===== src/rtl/mult_div_unit_pkg.sv =====
// Shared types and constants for the MIPS multiply/divide unit.
// Optional feature macro: MDU_FAST_MUL_EN (single-cycle multiply).
package mult_div_unit_pkg;

  typedef logic        i1;
  typedef logic [31:0] i32;
  typedef logic [63:0] i64;

  typedef enum logic [1:0] {
    MULT  = 2'd0,
    MULTU = 2'd1,
    DIV   = 2'd2,
    DIVU  = 2'd3
  } mdu_op_t;

  typedef enum logic [1:0] {
    IDLE = 2'd0,
    CALC = 2'd1,
    DONE = 2'd2
  } mdu_state_t;

  localparam i32 MDU_DIV0_QUOT = 32'hFFFF_FFFF;

  function automatic i32 abs32(input i32 v);
    return v[31] ? -v : v;
  endfunction

endpackage


===== src/rtl/mult_div_unit_divider.sv =====
// Unsigned radix-2 core: restoring divide, or shift-add multiply when mul_mode is set.
// The 64-bit acc holds {remainder, quotient} for divide and {product_hi, product_lo} for multiply.
module mdu_divider
  import mult_div_unit_pkg::*;
(
  input  logic clk,
  input  logic resetn,
  input  logic load,
  input  logic step,
  input  logic mul_mode,
  input  i64   load_acc,
  input  i32   load_operand,
  output i64   acc
);

  i32          operand;
  i64          acc_q;
  logic [32:0] shifted_hi;
  logic [32:0] trial;
  logic [32:0] mul_sum;

  // shifted_hi is the upper 33 bits of acc<<1; a negative trial means the divisor did not fit
  always_comb begin
    shifted_hi = acc_q[63:31];
    trial      = shifted_hi - {1'b0, operand};
    mul_sum    = {1'b0, acc_q[63:32]} + (acc_q[0] ? {1'b0, operand} : 33'd0);
  end

  always_ff @(posedge clk or negedge resetn) begin
    if (!resetn) begin
      acc_q   <= '0;
      operand <= '0;
    end else if (load) begin
      acc_q   <= load_acc;
      operand <= load_operand;
    end else if (step) begin
      if (mul_mode)
        acc_q <= {mul_sum, acc_q[31:1]};
      else if (!trial[32])
        acc_q <= {trial[31:0], acc_q[30:0], 1'b1};
      else
        acc_q <= {shifted_hi[31:0], acc_q[30:0], 1'b0};
    end
  end

  assign acc = acc_q;

endmodule


===== src/rtl/mult_div_unit.sv =====
// Multi-cycle MULT/MULTU/DIV/DIVU unit producing a one-cycle HI/LO write pulse.
// Define MDU_FAST_MUL_EN to compute multiplies in one cycle with a synthesized multiplier.
module mult_div_unit
  import mult_div_unit_pkg::*;
#(
  parameter int DIV_ITERS = 32
) (
  input  logic    clk,
  input  logic    resetn,
  input  logic    start,
  input  mdu_op_t op,
  input  i32      a,
  input  i32      b,
  input  logic    flush,
  output logic    busy,
  output logic    done,
  output logic    hi_write,
  output logic    lo_write,
  output i32      hi_data,
  output i32      lo_data
);

  mdu_state_t state, next_state;
  logic [4:0] counter;
  mdu_op_t    op_q;
  i1          a_neg, b_neg, div0;
  i32         hi_hold, lo_hold;
  i1          load, step, signed_op, fast_mul;
  i64         load_acc, acc, prod;
  i32         quot, rem;

  assign signed_op = (op == MULT) || (op == DIV);

`ifdef MDU_FAST_MUL_EN
  logic signed [63:0] sa, sb;
  assign fast_mul = !op[1];
  assign sa       = {{32{a[31]}}, a};
  assign sb       = {{32{b[31]}}, b};
  assign load_acc = !op[1] ? ((op == MULT) ? i64'(sa * sb) : ({32'b0, a} * {32'b0, b}))
                           : {32'b0, signed_op ? abs32(a) : a};
`else
  assign fast_mul = 1'b0;
  assign load_acc = {32'b0, signed_op ? abs32(a) : a};
`endif

  mdu_divider u_core (
    .clk          (clk),
    .resetn       (resetn),
    .load         (load),
    .step         (step),
    .mul_mode     (!op_q[1]),
    .load_acc     (load_acc),
    .load_operand (signed_op ? abs32(b) : b),
    .acc          (acc)
  );

  // flush overrides every transition; a fast multiply skips CALC entirely
  always_comb begin
    next_state = state;
    load       = 1'b0;
    step       = 1'b0;
    unique case (state)
      IDLE: if (start && !flush) begin
        load       = 1'b1;
        next_state = fast_mul ? DONE : CALC;
      end
      CALC: begin
        step = !flush;
        if (flush)             next_state = IDLE;
        else if (counter == 0) next_state = DONE;
      end
      DONE:    next_state = IDLE;
      default: next_state = IDLE;
    endcase
  end

  always_ff @(posedge clk or negedge resetn) begin
    if (!resetn) begin
      state   <= IDLE;
      counter <= '0;
      op_q    <= MULT;
      a_neg   <= 1'b0;
      b_neg   <= 1'b0;
      div0    <= 1'b0;
      hi_hold <= '0;
      lo_hold <= '0;
    end else begin
      state <= next_state;
      if (load) begin
        counter <= 5'(DIV_ITERS - 1);
        op_q    <= op;
        a_neg   <= signed_op && a[31] && !fast_mul;
        b_neg   <= signed_op && b[31] && !fast_mul;
        div0    <= op[1] && (b == '0);
      end else if (state == CALC && counter != 0) begin
        counter <= counter - 5'd1;
      end
      if (done) begin
        hi_hold <= hi_data;
        lo_hold <= lo_data;
      end
    end
  end

  // Sign fixup from magnitudes; divide by zero forces an all-ones quotient, remainder becomes a
  always_comb begin
    prod = (a_neg ^ b_neg) ? -acc : acc;
    quot = div0 ? MDU_DIV0_QUOT : ((a_neg ^ b_neg) ? -acc[31:0] : acc[31:0]);
    rem  = a_neg ? -acc[63:32] : acc[63:32];
    busy = (state != IDLE);
    done = (state == DONE) && !flush;
    if (state == DONE) begin
      hi_data = op_q[1] ? rem  : prod[63:32];
      lo_data = op_q[1] ? quot : prod[31:0];
    end else begin
      hi_data = hi_hold;
      lo_data = lo_hold;
    end
  end

  assign hi_write = done;
  assign lo_write = done;

endmodule

===== config.mk =====
export PLATFORM = sky130hd
export DESIGN_NAME = mult_div_unit
export DESIGN_NICKNAME = d
export VERILOG_FILES = /design/src/rtl/mult_div_unit_pkg.sv /design/src/rtl/mult_div_unit_divider.sv /design/src/rtl/mult_div_unit.sv
export SDC_FILE = /design/constraint.sdc
export NUM_CORES = 1
export LEC_CHECK = 0
export BUFFER_PORTS_ARGS = -buffer_cell sky130_fd_sc_hd__buf_2
export CORE_AREA = 2 2 207 209
export CTS_CLUSTER_DIAMETER = 50
export DETAILED_ROUTE_END_ITERATION = 10
export DIE_AREA = 0 0 209 211
export GPL_TIMING_DRIVEN = 1
export HOLD_SLACK_MARGIN = 0.02
export SLEW_MARGIN = 20
export SYNTH_ARGS = -nofsm -noshare
export SYNTH_HDL_FRONTEND = slang
export SYNTH_SLANG_ARGS = --single-unit

===== constraint.sdc =====
create_clock -name clk -period 5.1 [get_ports clk]
set_clock_uncertainty 0.1 [all_clocks]
set_input_delay 0.51 -clock clk [delete_from_list [all_inputs] [get_ports clk]]
set_output_delay 0.51 -clock clk [all_outputs]
set_load 0.05 [all_outputs]

==> load_flow_metrics.sql, run 1 <==
INSERT INTO impl_metrics (metric_group, metric, value, unit) VALUES
('placement', 'placed_cell_area', '15700', 'um2'),
('critical_path', 'ff2ff_setup_slack', '0.97', 'ns'),
('logic_synthesis', 'sequential_area_share_after_synthesis', '29.4', '%'),
('clock_tree', 'cts.htree.levels', '4', ''),
('logic_synthesis', 'avg_cell_area_syn', '7.76', 'um2'),
('floorplan', 'floorplan.die.height', '211', 'um'),
('clock_tree', 'cts.reportedPaths.clkPinSlew', '0.07', 'ns'),
('routing', 'first_iter_violations', '1357', ''),
('placement', 'io_buffer_count', '137', ''),
('outcome', 'run_status', 'completed', ''),
('sta', 'min_period_over_period', '95.2', '%'),
('sta', 'layout_min_cycle_time', '4.85', 'ns'),
('grt', 'grt.total_usage', '21.7', '%'),
('sta', 'fin_hold_ws', '0.0327', 'ns'),
('power_and_ir_drop', 'power_switching', '4.07', 'mW'),
('critical_path', 'timing.critical_path.max_delay_family', 'simple AND/OR/NAND/NOR gates', ''),
('clock_tree', 'cts_post_setup_buffers_inserted', '0', ''),
('logic_synthesis', 'ys_warn_count', '0', ''),
('routing', 'avgRoutedWirePerCell', '19.2', 'um'),
('power_and_ir_drop', 'combinational_power_share', '58.3', '%'),
('logic_synthesis', 'synth_area_leader_cell', 'sky130_fd_sc_hd__dfrtp_1', ''),
('critical_path', 'crit_path_start_kind', 'flop', ''),
('power_and_ir_drop', 'p_per_area', '505', 'nW/um2'),
('routing', 'via_count', '14200', ''),
('critical_path', 'worstSetupEndpointType', 'primary output', ''),
('sta', 'worstMarginPinSlew', '1.23', 'ns'),
('power_and_ir_drop', 'swShare', '49.7', '%'),
('floorplan', 'num_ports', '138', ''),
('job', 'maxCapViolations', '0', ''),
('power_and_ir_drop', 'power.share.sequential', '25.7', '%'),
('clock_tree', 'cts_inserted_buffers', '17', ''),
('critical_path', 'critical_path.max_stage_delay', '0.69', 'ns'),
('floorplan', 'fp.dieW', '209', 'um'),
('critical_path', 'crit_start', 'u_core.acc[14]', ''),
('logic_synthesis', 'synth_enable_flop_cells', '0', ''),
('grt', 'grt_pass1_vias', '13200', ''),
('routing', 'detail_route.vias_per_cell', '5.72', ''),
('routing', 'route.top_layer_used', 'met4', ''),
('critical_path', 'critical-path-slowest-cell', 'sky130_fd_sc_hd__or4_1', ''),
('finish', 'fin_nets', '2077', ''),
('finish', 'layout-area-overhead-vs-synth', '11.6', '%'),
('clock_tree', 'cts.path.max_buffers', '2', ''),
('sta', 'maxSlewHeadroom', '18.0', '%'),
('logic_synthesis', 'synth_top_cell_area_share', '29.4', '%'),
('critical_path', 'worstReg2RegStart', 'u_core.acc[50]', ''),
('critical_path', 'required', '4.49', 'ns'),
('critical_path', 'timing.reg2reg.worst_path_depth', '11', ''),
('clock_tree', 'numClockSinks', '171', ''),
('finish', 'most-common-layout-cells', 'sky130_fd_sc_hd__nand2_1, sky130_fd_sc_hd__o21ai_0, sky130_fd_sc_hd__dfrtp_1', ''),
('critical_path', 'critPathArrivalTime', '4.24', 'ns'),
('critical_path', 'capture_point_of_the_critical_path', 'hi_data[15]', ''),
('critical_path', 'crit_path_frequent_cell', 'sky130_fd_sc_hd__or3_4', ''),
('floorplan', 'core', '41800', 'um2'),
('critical_path', 'critical_path.cell_chain', 'or3_4 -> or3_4 -> or4_1 -> or3_1 -> or4_4 -> a32oi_1 -> xor2_1 -> o21ai_0 -> buf_2', ''),
('sta', 'grt_setup_unrepaired', 'false', ''),
('logic_synthesis', 'synth.cell_area', '14500', 'um2'),
('finish', 'antenna_cells_inserted', '0', ''),
('placement', 'globalplace.congestion', '0.928', ''),
('routing', 'remaining_drc_errors', '0', ''),
('power_and_ir_drop', 'leakage', '7.16', 'nW'),
('floorplan', 'initial_utilization', '34.8', '%'),
('critical_path', 'crit_type', 'flop to primary output', ''),
('routing', 'met3_length', '2910', 'um'),
('grt', 'grt_start_max_net_pins', '100', ''),
('critical_path', 'worst_r2r_end', 'u_core.acc[49]', ''),
('floorplan', 'floorplan_die_area', '44100', 'um2'),
('placement', 'detailed_place_hpwl', '36200', 'um'),
('critical_path', 'worstPathMaxFanout', '7', ''),
('power_and_ir_drop', 'power.internal', '4.13', 'mW'),
('logic_synthesis', 'yosysUniqueCellTypes', '73', ''),
('min_path', 'hold_path.class', 'input pin to asynchronous set/reset pin', '');
power groups by stage:
stage	Sequential (mW)	Clock, mW	Combinational [mW]
after floorplan	1.87	0	3.56
after global placement	2.10	0	4.64
after detailed placement	2.11	0	4.66
after CTS	2.08	1.35	4.69
after global routing	2.15	1.40	5.25
final	2.10	1.32	4.78
synthesized netlist by cell type, types with 17 or more instances:
cell / number
sky130_fd_sc_hd__o21ai_0: 225
sky130_fd_sc_hd__a21o_1: 31
sky130_fd_sc_hd__nor3_1: 44
sky130_fd_sc_hd__a21oi_1: 128
sky130_fd_sc_hd__o22a_1: 24
sky130_fd_sc_hd__ha_1: 70
sky130_fd_sc_hd__nor2_1: 140
sky130_fd_sc_hd__nand3_1: 25
sky130_fd_sc_hd__xnor2_1: 94
sky130_fd_sc_hd__o31ai_1: 17
sky130_fd_sc_hd__nand2b_1: 20
sky130_fd_sc_hd__a31oi_1: 21
sky130_fd_sc_hd__dfrtp_1: 171
sky130_fd_sc_hd__inv_1: 65
sky130_fd_sc_hd__nand2_1: 259
sky130_fd_sc_hd__xor2_1: 79
sky130_fd_sc_hd__o21a_1: 31
sky130_fd_sc_hd__clkbuf_1: 106
sky130_fd_sc_hd__o211ai_1: 39
sky130_fd_sc_hd__or3_1: 25
sky130_fd_sc_hd__a22oi_1: 17
sky130_fd_sc_hd__mux2i_1: 48
logic make-up after synthesis:
| logic type | after synthesis | synth area share (%) |
|---|---|---|
| flip-flops | 171 | 29.4 |
| adder cells (fa/ha/maj) | 72 | 6.30 |
| XOR/XNOR | 173 | 10.4 |
| multiplexers | 49 | 3.38 |
| buffers and inverters | 187 | 5.00 |
| AND/OR/NAND/NOR | 603 | 18.9 |
| AO/OA/AOI/OAI | 620 | 26.6 |
registers in the layout, indices dropped and copies added (netlist names):
register	flops
b_neg	1
counter	5
u_core.acc	64
div0	1
state	2
op_q	1
u_core.operand	32
lo_hold	32
a_neg	1
hi_hold	32
how the worst min path moves through the flow:
| stage | endpoint | depth (start not counted) | slack [ns] |
|---|---|---|---|
| floorplan | a_neg | 0 | 0.11 |
| global placement | hi_hold[1] | 2 | 0.36 |
| detailed placement | hi_hold[1] | 2 | 0.36 |
| CTS | u_core.acc[61] | 1 | 0.15 |
| global route | u_core.acc[61] | 1 | 0.14 |
| finish | u_core.acc[61] | 1 | 0.03 |
layout make-up:
class / count / area (um2)
sequential: 171 / 4280
multi-input combinational: 1517 / 9590
timing repair buffer: 162 / 882
clock buffer: 19 / 443
tap: 539 / 674
inverter: 66 / 248
fill: 4315 / 25500
clock inverter: 12 / 113
per-layer routing:
metal	vias up	global-route usage, %
li1	6838	-
met1	6783	30.6
met2	508	33.5
met3	90	3.20
met4	0	7.91
met5	-	0
stage by stage:
| stage | util (%) | setup WS, ns | power [mW] |
|---|---|---|---|
| 3_3_place_gp | 37.5 | 0.812 | 6.74 |
| 5_1_grt | 38.9 | 0.00437 | 8.80 |
| 3_5_place_dp | 37.5 | 0.754 | 6.78 |
| 2_1_floorplan | - | 0.251 | 5.43 |
| 6_report | 38.9 | 0.246 | 8.20 |
| 4_1_cts | 38.8 | 0.233 | 8.13 |
(Power assumes the default switching activity.)
==> inputs of run 2 (changes only) <==
- ABC_AREA: not set -> 1
- CORE_AREA: 2 2 207 209 -> 2 2 231 233
- CTS_BUF_LIST: not set -> sky130_fd_sc_hd__clkbuf_4 sky130_fd_sc_hd__clkbuf_8
- DIE_AREA: 0 0 209 211 -> 0 0 233 235
- GPL_TIMING_DRIVEN: 1 -> not set
==> load_flow_metrics.sql, run 2 <==
INSERT INTO impl_metrics (metric_group, metric, value, unit) VALUES
('outcome', 'run_status', 'completed', ''),
('sta', 'setup_tns', '0', 'ns'),
('critical_path', 'crit_path_start_kind', 'flop', ''),
('finish', 'largest_reg_flops', '64', ''),
('finish', 'layout-area-overhead-vs-synth', '9.43', '%'),
('grt', 'grt_start_max_net_pins', '101', ''),
('logic_synthesis', 'synthesis.instances', '3139', ''),
('finish', 'layout-drive-gt1-share', '8.32', '%'),
('floorplan', 'floorplan.die.height', '235', 'um'),
('logic_synthesis', 'synth_common_cells', 'sky130_fd_sc_hd__nand2_1, sky130_fd_sc_hd__inv_1, sky130_fd_sc_hd__nor2_1', ''),
('routing', 'detail_route.wirelength', '66400', 'um'),
('placement', 'dp.cells', '3888', ''),
('finish', 'most_common_cell_after_layout_fill_and_taps_aside', 'sky130_fd_sc_hd__nand2_1', ''),
('critical_path', 'worstPathMaxFanout', '50', ''),
('routing', 'first_iter_violations', '1739', ''),
('logic_synthesis', 'avg_cell_area_syn', '5.77', 'um2'),
('critical_path', 'crit_type', 'flop to primary output', ''),
('routing', 'drt.antenna.violating_nets', '0', ''),
('sta', 'timing.final.hold_violations', '0', ''),
('grt', 'grt.total_usage', '24.3', '%'),
('logic_synthesis', 'ys_ff_latch', '171', ''),
('power_and_ir_drop', 'report.power.total', '9.31', 'mW'),
('grt', 'grt_overflow_total', '0', ''),
('logic_synthesis', 'synth_flop_cell', 'sky130_fd_sc_hd__dfrtp_1', ''),
('floorplan', 'floorplan_die_area', '54800', 'um2'),
('clock_tree', 'cts_post_setup_buffers_inserted', '0', ''),
('sta', 'timing.final.max_slew_violations', '0', ''),
('clock_tree', 'cts_tree', 'built', ''),
('logic_synthesis', 'synth.top_cells.by_area', 'sky130_fd_sc_hd__dfrtp_1, sky130_fd_sc_hd__nand2_1, sky130_fd_sc_hd__inv_1', ''),
('sta', 'fin_hold_ws', '0.175', 'ns'),
('power_and_ir_drop', 'leakage', '10.8', 'nW'),
('grt', 'grt_pass1_vias', '18500', ''),
('sta', 'grt_setup_unrepaired', 'false', ''),
('floorplan', 'fp.dieW', '233', 'um'),
('logic_synthesis', 'yosysUniqueCellTypes', '50', ''),
('clock_tree', 'root_buffer', 'sky130_fd_sc_hd__clkbuf_8', ''),
('critical_path', 'crit_buf_inv', '3', ''),
('routing', 'detailedRoute.firstPassIterationCount', '6', ''),
('sta', 'fmax', '0.234', 'GHz'),
('logic_synthesis', 'synth.cell_area', '18100', 'um2'),
('logic_synthesis', 'synth_top_cell_area_share', '23.6', '%'),
('logic_synthesis', 'synth_enable_flop_cells', '0', ''),
('sta', 'min_period_over_period', '83.9', '%'),
('floorplan', 'num_ports', '138', ''),
('critical_path', 'critical-path-slowest-cell', 'sky130_fd_sc_hd__dfrtp_1', ''),
('floorplan', 'core', '52200', 'um2'),
('grt', 'number_of_antenna_violations_at_the_first_check_in_global_routing', '2', ''),
('sta', 'layout_min_cycle_time', '4.28', 'ns'),
('finish', 'fin_nets', '3362', ''),
('critical_path', 'crit_path_frequent_cell', 'sky130_fd_sc_hd__nand2_1', ''),
('clock_tree', 'numClockSinks', '171', ''),
('critical_path', 'timing.critical_path.max_delay_family', 'simple AND/OR/NAND/NOR gates', ''),
('placement', 'detailed_place_hpwl', '52200', 'um'),
('routing', 'via_count', '20000', ''),
('grt', 'grt_pass1_wl', '104000', 'um'),
('logic_synthesis', 'post-synth-top-count-cell', 'sky130_fd_sc_hd__nand2_1', ''),
('logic_synthesis', 'synth_fp_nets', '3281', ''),
('power_and_ir_drop', 'max-vdd-ir-drop', '0.195', 'mV'),
('floorplan', 'std_cell_rows', '84', ''),
('logic_synthesis', 'synthArstFlopShare', '100', '%'),
('placement', 'globalplace.congestion', '1.00', ''),
('finish', 'final_core_util', '38.0', '%'),
('clock_tree', 'cts.htree.levels', '4', ''),
('sta', 'maxSlewHeadroom', '39.7', '%'),
('floorplan', 'initial_utilization', '34.7', '%'),
('critical_path', 'critPathArrivalTime', '3.67', 'ns'),
('critical_path', 'required', '4.49', 'ns'),
('critical_path', 'critical_path.max_stage_delay', '0.48', 'ns'),
('sta', 'worstMarginPinSlew', '0.904', 'ns'),
('logic_synthesis', 'synth_area_leader_cell', 'sky130_fd_sc_hd__dfrtp_1', ''),
('job', 'maxCapViolations', '0', ''),
('sta', 'setup_violations', '0', ''),
('logic_synthesis', 'ys_warn_count', '0', ''),
('placement', 'io_buffer_count', '137', ''),
('logic_synthesis', 'sequential_area_share_after_synthesis', '23.6', '%'),
('min_path', 'hold_path.class', 'input pin to flop', ''),
('routing', 'remaining_drc_errors', '0', ''),
('clock_tree', 'cts_inserted_buffers', '17', ''),
('routing', 'detail_route.vias_per_cell', '5.10', ''),
('clock_tree', 'worst_skew_pair.late_latency', '0.56', 'ns'),
('power_and_ir_drop', 'p_per_area', '469', 'nW/um2'),
('finish', 'most-common-layout-cells', 'sky130_fd_sc_hd__nand2_1, sky130_fd_sc_hd__inv_1, sky130_fd_sc_hd__nor2_1', ''),
('routing', 'avgRoutedWirePerCell', '16.9', 'um'),
('finish', 'final-instance-count-excl-fill', '3922', ''),
('clock_tree', 'cts.reportedPaths.clkPinSlew', '0.13', 'ns'),
('critical_path', 'critical_path.cell_chain', 'buf_4 -> nand2_1 -> nand2_2 -> inv_2 -> o21ai_1 -> nand3_2 -> nor2_4 -> nand3_1 -> nand2_1 -> nand2_1 -> a31oi_1 -> buf_2', ''),
('clock_tree', 'cts.path.max_buffers', '2', ''),
('critical_path', 'worstSetupEndpointType', 'primary output', '');
run 2: worst paths after layout:
kind                                  endpoint      startpoint  cells past startpoint  slack, ns
max in group asynchronous       u_core.acc[61]          resetn                      3       3.19
worst max register to register  u_core.acc[58]  u_core.acc[54]                     15       1.67
worst max-delay path                hi_data[4]           a_neg                     12       0.82
worst min register to register     lo_hold[16]     lo_hold[16]                      2       0.38
min in group asynchronous          hi_hold[10]          resetn                      2       0.53
worst min-delay path             u_core.acc[3]            a[3]                      3       0.17
run 2: cell families (layout without fill, tap and decap cells):
group,after synthesis,after routing,share of synthesized area (%)
buf+inv,618,712,13.3
flops,171,171,23.6
compound gates,407,407,12.6
other cells,0,1,0
fa+ha+maj,72,72,5.05
xor+xnor,85,85,4.11
simple gates,1785,1785,41.3
mux,1,1,0.0552
run 2: area by class of cell:
cell class,count,area (um2)
Multi-Input combinational cell,2350,11500
Tap cell,688,861
Clock inverter,15,154
Sequential cell,171,4280
Antenna cell,1,2.50
Inverter,516,1940
Timing Repair Buffer,164,900
Clock buffer,17,234
Fill cell,5922,32400
run 2: worst register-to-register path, cell delays in order (launching register included):
cell	delay (ns)
sky130_fd_sc_hd__dfrtp_1	0.81
sky130_fd_sc_hd__ha_1	0.41
sky130_fd_sc_hd__nand2_2	0.12
sky130_fd_sc_hd__inv_1	0.04
sky130_fd_sc_hd__nand2_1	0.05
sky130_fd_sc_hd__nand2_1	0.06
sky130_fd_sc_hd__inv_1	0.06
sky130_fd_sc_hd__nand2_1	0.07
sky130_fd_sc_hd__a21oi_1	0.47
sky130_fd_sc_hd__nand2_2	0.13
sky130_fd_sc_hd__nand2_1	0.09
sky130_fd_sc_hd__nand2_2	0.42
sky130_fd_sc_hd__nand2_1	0.20
sky130_fd_sc_hd__nand3_1	0.16
sky130_fd_sc_hd__nand2_1	0.10
sky130_fd_sc_hd__nand2_1	0.05
run 2: where the power goes:
group          switching (mW)  internal, mW  leakage, nW  total [mW]
clock                   0.633         0.363        0.193       0.996
sequential              0.598          1.63         2.05        2.23
combinational            4.22          1.87         8.57        6.08
run 2: layer usage:
| layer | track usage [%] | up-vias | wire length (um) |
|---|---|---|---|
| li1 | - | 10100 | - |
| met5 | 0 | - | 30 |
| met1 | 34.3 | 9081 | 30400 |
| met2 | 37.5 | 723 | 28900 |
| met4 | 8.57 | 4 | 2250 |
| met3 | 3.93 | 123 | 4790 |
run 2: what timing repair did:
item	CTS	global route
hold endpoints to repair	77	0
hold buffers	1	0
gates resized for setup	0	0
endpoints found under the setup margin	0	0
run 2: stage by stage:
stage	setup slack, ns	cell area, um2
after floorplan	1.86	18100
after global placement	1.52	19400
after detailed placement	1.51	19400
after CTS	0.870	19800
after global routing	0.593	19800
final	0.822	19800
==> inputs of run 3 (changes only) <==
- clock period: 5.1 -> 4.4 ns (I/O delays scaled with it)
==> load_flow_metrics.sql, run 3 (same netlist as run 2, synthesis figures left out) <==
INSERT INTO impl_metrics (metric_group, metric, value, unit) VALUES
('clock_tree', 'cts_inserted_buffers', '17', ''),
('clock_tree', 'cts_tree', 'built', ''),
('outcome', 'run_status', 'completed', ''),
('power_and_ir_drop', 'max-vdd-ir-drop', '0.365', 'mV'),
('floorplan', 'num_ports', '138', ''),
('finish', 'antenna_cells_inserted', '0', ''),
('critical_path', 'critPathArrivalTime', '3.59', 'ns'),
('sta', 'layout_min_cycle_time', '4.13', 'ns'),
('routing', 'avgRoutedWirePerCell', '17.3', 'um'),
('grt', 'number_of_antenna_violations_at_the_first_check_in_global_routing', '0', ''),
('floorplan', 'fp.dieW', '233', 'um'),
('floorplan', 'floorplan_die_area', '54800', 'um2'),
('clock_tree', 'cts.htree.levels', '4', ''),
('clock_tree', 'cts.path.max_buffers', '2', ''),
('placement', 'io_buffer_count', '137', ''),
('finish', 'fillCellCount', '5925', ''),
('critical_path', 'worstPathMaxFanout', '42', ''),
('clock_tree', 'cts.reportedPaths.clkPinSlew', '0.12', 'ns'),
('finish', 'most_common_cell_after_layout_fill_and_taps_aside', 'sky130_fd_sc_hd__nand2_1', ''),
('routing', 'remaining_drc_errors', '0', ''),
('routing', 'detail_route.wirelength', '67600', 'um'),
('finish', 'layout-area-overhead-vs-synth', '9.26', '%'),
('sta', 'setup_violations', '0', ''),
('finish', 'final-instance-count-excl-fill', '3917', ''),
('critical_path', 'crit_path_start_kind', 'flop', ''),
('sta', 'min_period_over_period', '93.9', '%'),
('routing', 'detailedRoute.firstPassIterationCount', '7', ''),
('critical_path', 'crit_type', 'flop to primary output', ''),
('critical_path', 'critical_path.cell_chain', 'buf_4 -> inv_2 -> nand2_1 -> nand2_2 -> inv_2 -> o21ai_1 -> nand3_2 -> nor2_4 -> nand3_1 -> nand2_1 -> nand2_1 -> a31oi_1 -> buf_2', ''),
('grt', 'grt_pass1_vias', '18100', ''),
('placement', 'dp.cells', '3884', ''),
('power_and_ir_drop', 'leakage', '10.8', 'nW'),
('placement', 'placed_cell_area', '19400', 'um2'),
('sta', 'fin_hold_ws', '0.0893', 'ns'),
('finish', 'layout.cell_area.non_filler', '19800', 'um2'),
('grt', 'grt.total_usage', '24.4', '%'),
('critical_path', 'crit_path_frequent_cell', 'sky130_fd_sc_hd__nand2_1', ''),
('finish', 'largest_reg_flops', '64', ''),
('clock_tree', 'worst_skew_pair.late_latency', '0.56', 'ns'),
('critical_path', 'required', '3.86', 'ns'),
('grt', 'grt_pass1_wl', '103000', 'um'),
('critical_path', 'timing.critical_path.max_delay_family', 'buffers and inverters', ''),
('critical_path', 'worstSetupEndpointType', 'primary output', ''),
('sta', 'maxSlewHeadroom', '42.0', '%'),
('placement', 'globalplace.congestion', '1.03', ''),
('sta', 'worstMarginPinSlew', '0.869', 'ns'),
('floorplan', 'std_cell_rows', '84', ''),
('min_path', 'hold_path.class', 'input pin to flop', ''),
('sta', 'fmax', '0.242', 'GHz'),
('finish', 'final_core_util', '37.9', '%'),
('critical_path', 'crit_buf_inv', '4', ''),
('finish', 'most-common-layout-cells', 'sky130_fd_sc_hd__nand2_1, sky130_fd_sc_hd__inv_1, sky130_fd_sc_hd__nor2_1', ''),
('finish', 'area.sequential', '4280', 'um2'),
('grt', 'grt_start_max_net_pins', '94', ''),
('routing', 'first_iter_violations', '1760', ''),
('finish', 'multi_input_area', '11500', 'um2'),
('clock_tree', 'cts_post_setup_buffers_inserted', '0', ''),
('clock_tree', 'root_buffer', 'sky130_fd_sc_hd__clkbuf_8', ''),
('sta', 'setup_tns', '0', 'ns'),
('finish', 'layout-drive-gt1-share', '8.21', '%'),
('routing', 'detail_route.vias_per_cell', '5.10', ''),
('routing', 'drt.antenna.violating_nets', '0', ''),
('floorplan', 'core', '52200', 'um2'),
('routing', 'via_count', '20000', ''),
('clock_tree', 'numClockSinks', '171', ''),
('floorplan', 'initial_utilization', '34.7', '%'),
('floorplan', 'floorplan.die.height', '235', 'um'),
('job', 'maxCapViolations', '0', ''),
('sta', 'timing.final.hold_violations', '0', ''),
('critical_path', 'critical_path.max_stage_delay', '0.38', 'ns'),
('critical_path', 'critical-path-slowest-cell', 'sky130_fd_sc_hd__dfrtp_1', ''),
('grt', 'grt_overflow_total', '0', ''),
('sta', 'timing.final.max_slew_violations', '0', ''),
('finish', 'fin_nets', '3358', ''),
('placement', 'detailed_place_hpwl', '53700', 'um'),
('power_and_ir_drop', 'p_per_area', '544', 'nW/um2'),
('sta', 'grt_setup_unrepaired', 'false', '');
[run 3: power breakdown]
part	internal (mW)	switching (mW)	leakage (nW)	total [mW]
Combinational	2.15	4.80	8.55	6.95
Clock	0.419	0.714	0.186	1.13
Sequential	1.89	0.807	2.05	2.70
Total	4.45	6.33	10.8	10.8
[run 3: layer usage]
metal  share of wire (%)  global-route usage [%]
met1                  45                    33.9
met2                  45                    38.6
met5                   0                       0
met3                 7.5                    4.14
met4                 2.6                    7.22
[run 3: final timing paths]
kind,startpoint,slack (ns),cells past startpoint,to
min in group asynchronous,resetn,0.38,2,hi_hold[7]
max in group asynchronous,resetn,2.83,3,op_q[1]
min,a[3],0.09,3,u_core.acc[3]
max reg2reg,u_core.acc[32],1.11,17,u_core.acc[63]
max,a_neg,0.27,13,hi_data[4]
min reg2reg,lo_hold[3],0.38,2,lo_hold[3]
[run 3: layout make-up]
type	instances	area share, %
tap	688	4.35
inverter	516	9.78
multi-input combinational	2350	57.9
clock inverter	14	0.689
clock buffer	18	1.22
timing repair buffer	160	4.45
sequential	171	21.6
[run 3: metrics by stage]
| step | power, mW | setup slack, ns |
|---|---|---|
| 3_5_place_dp | 9.53 | 0.938 |
| 6_report | 10.8 | 0.267 |
| 4_1_cts | 10.7 | 0.291 |
| 5_1_grt | 11.7 | 0.0907 |
| 3_3_place_gp | 9.53 | 0.986 |
| 2_1_floorplan | 7.39 | 1.23 |
[run 3: what timing repair did]
| item | 4_1_cts | 5_1_grt |
|---|---|---|
| endpoints found under the hold margin | 92 | 0 |
| gates resized for setup | 0 | 0 |
| hold buffers | 1 | 0 |
| endpoints found under the setup margin | 0 | 0 |
[run 3: worst min-delay path: stages]
cell and delay [ns]:
sky130_fd_sc_hd__buf_2 0.12, sky130_fd_sc_hd__o21ai_0 0.07, sky130_fd_sc_hd__a31oi_1 0.08
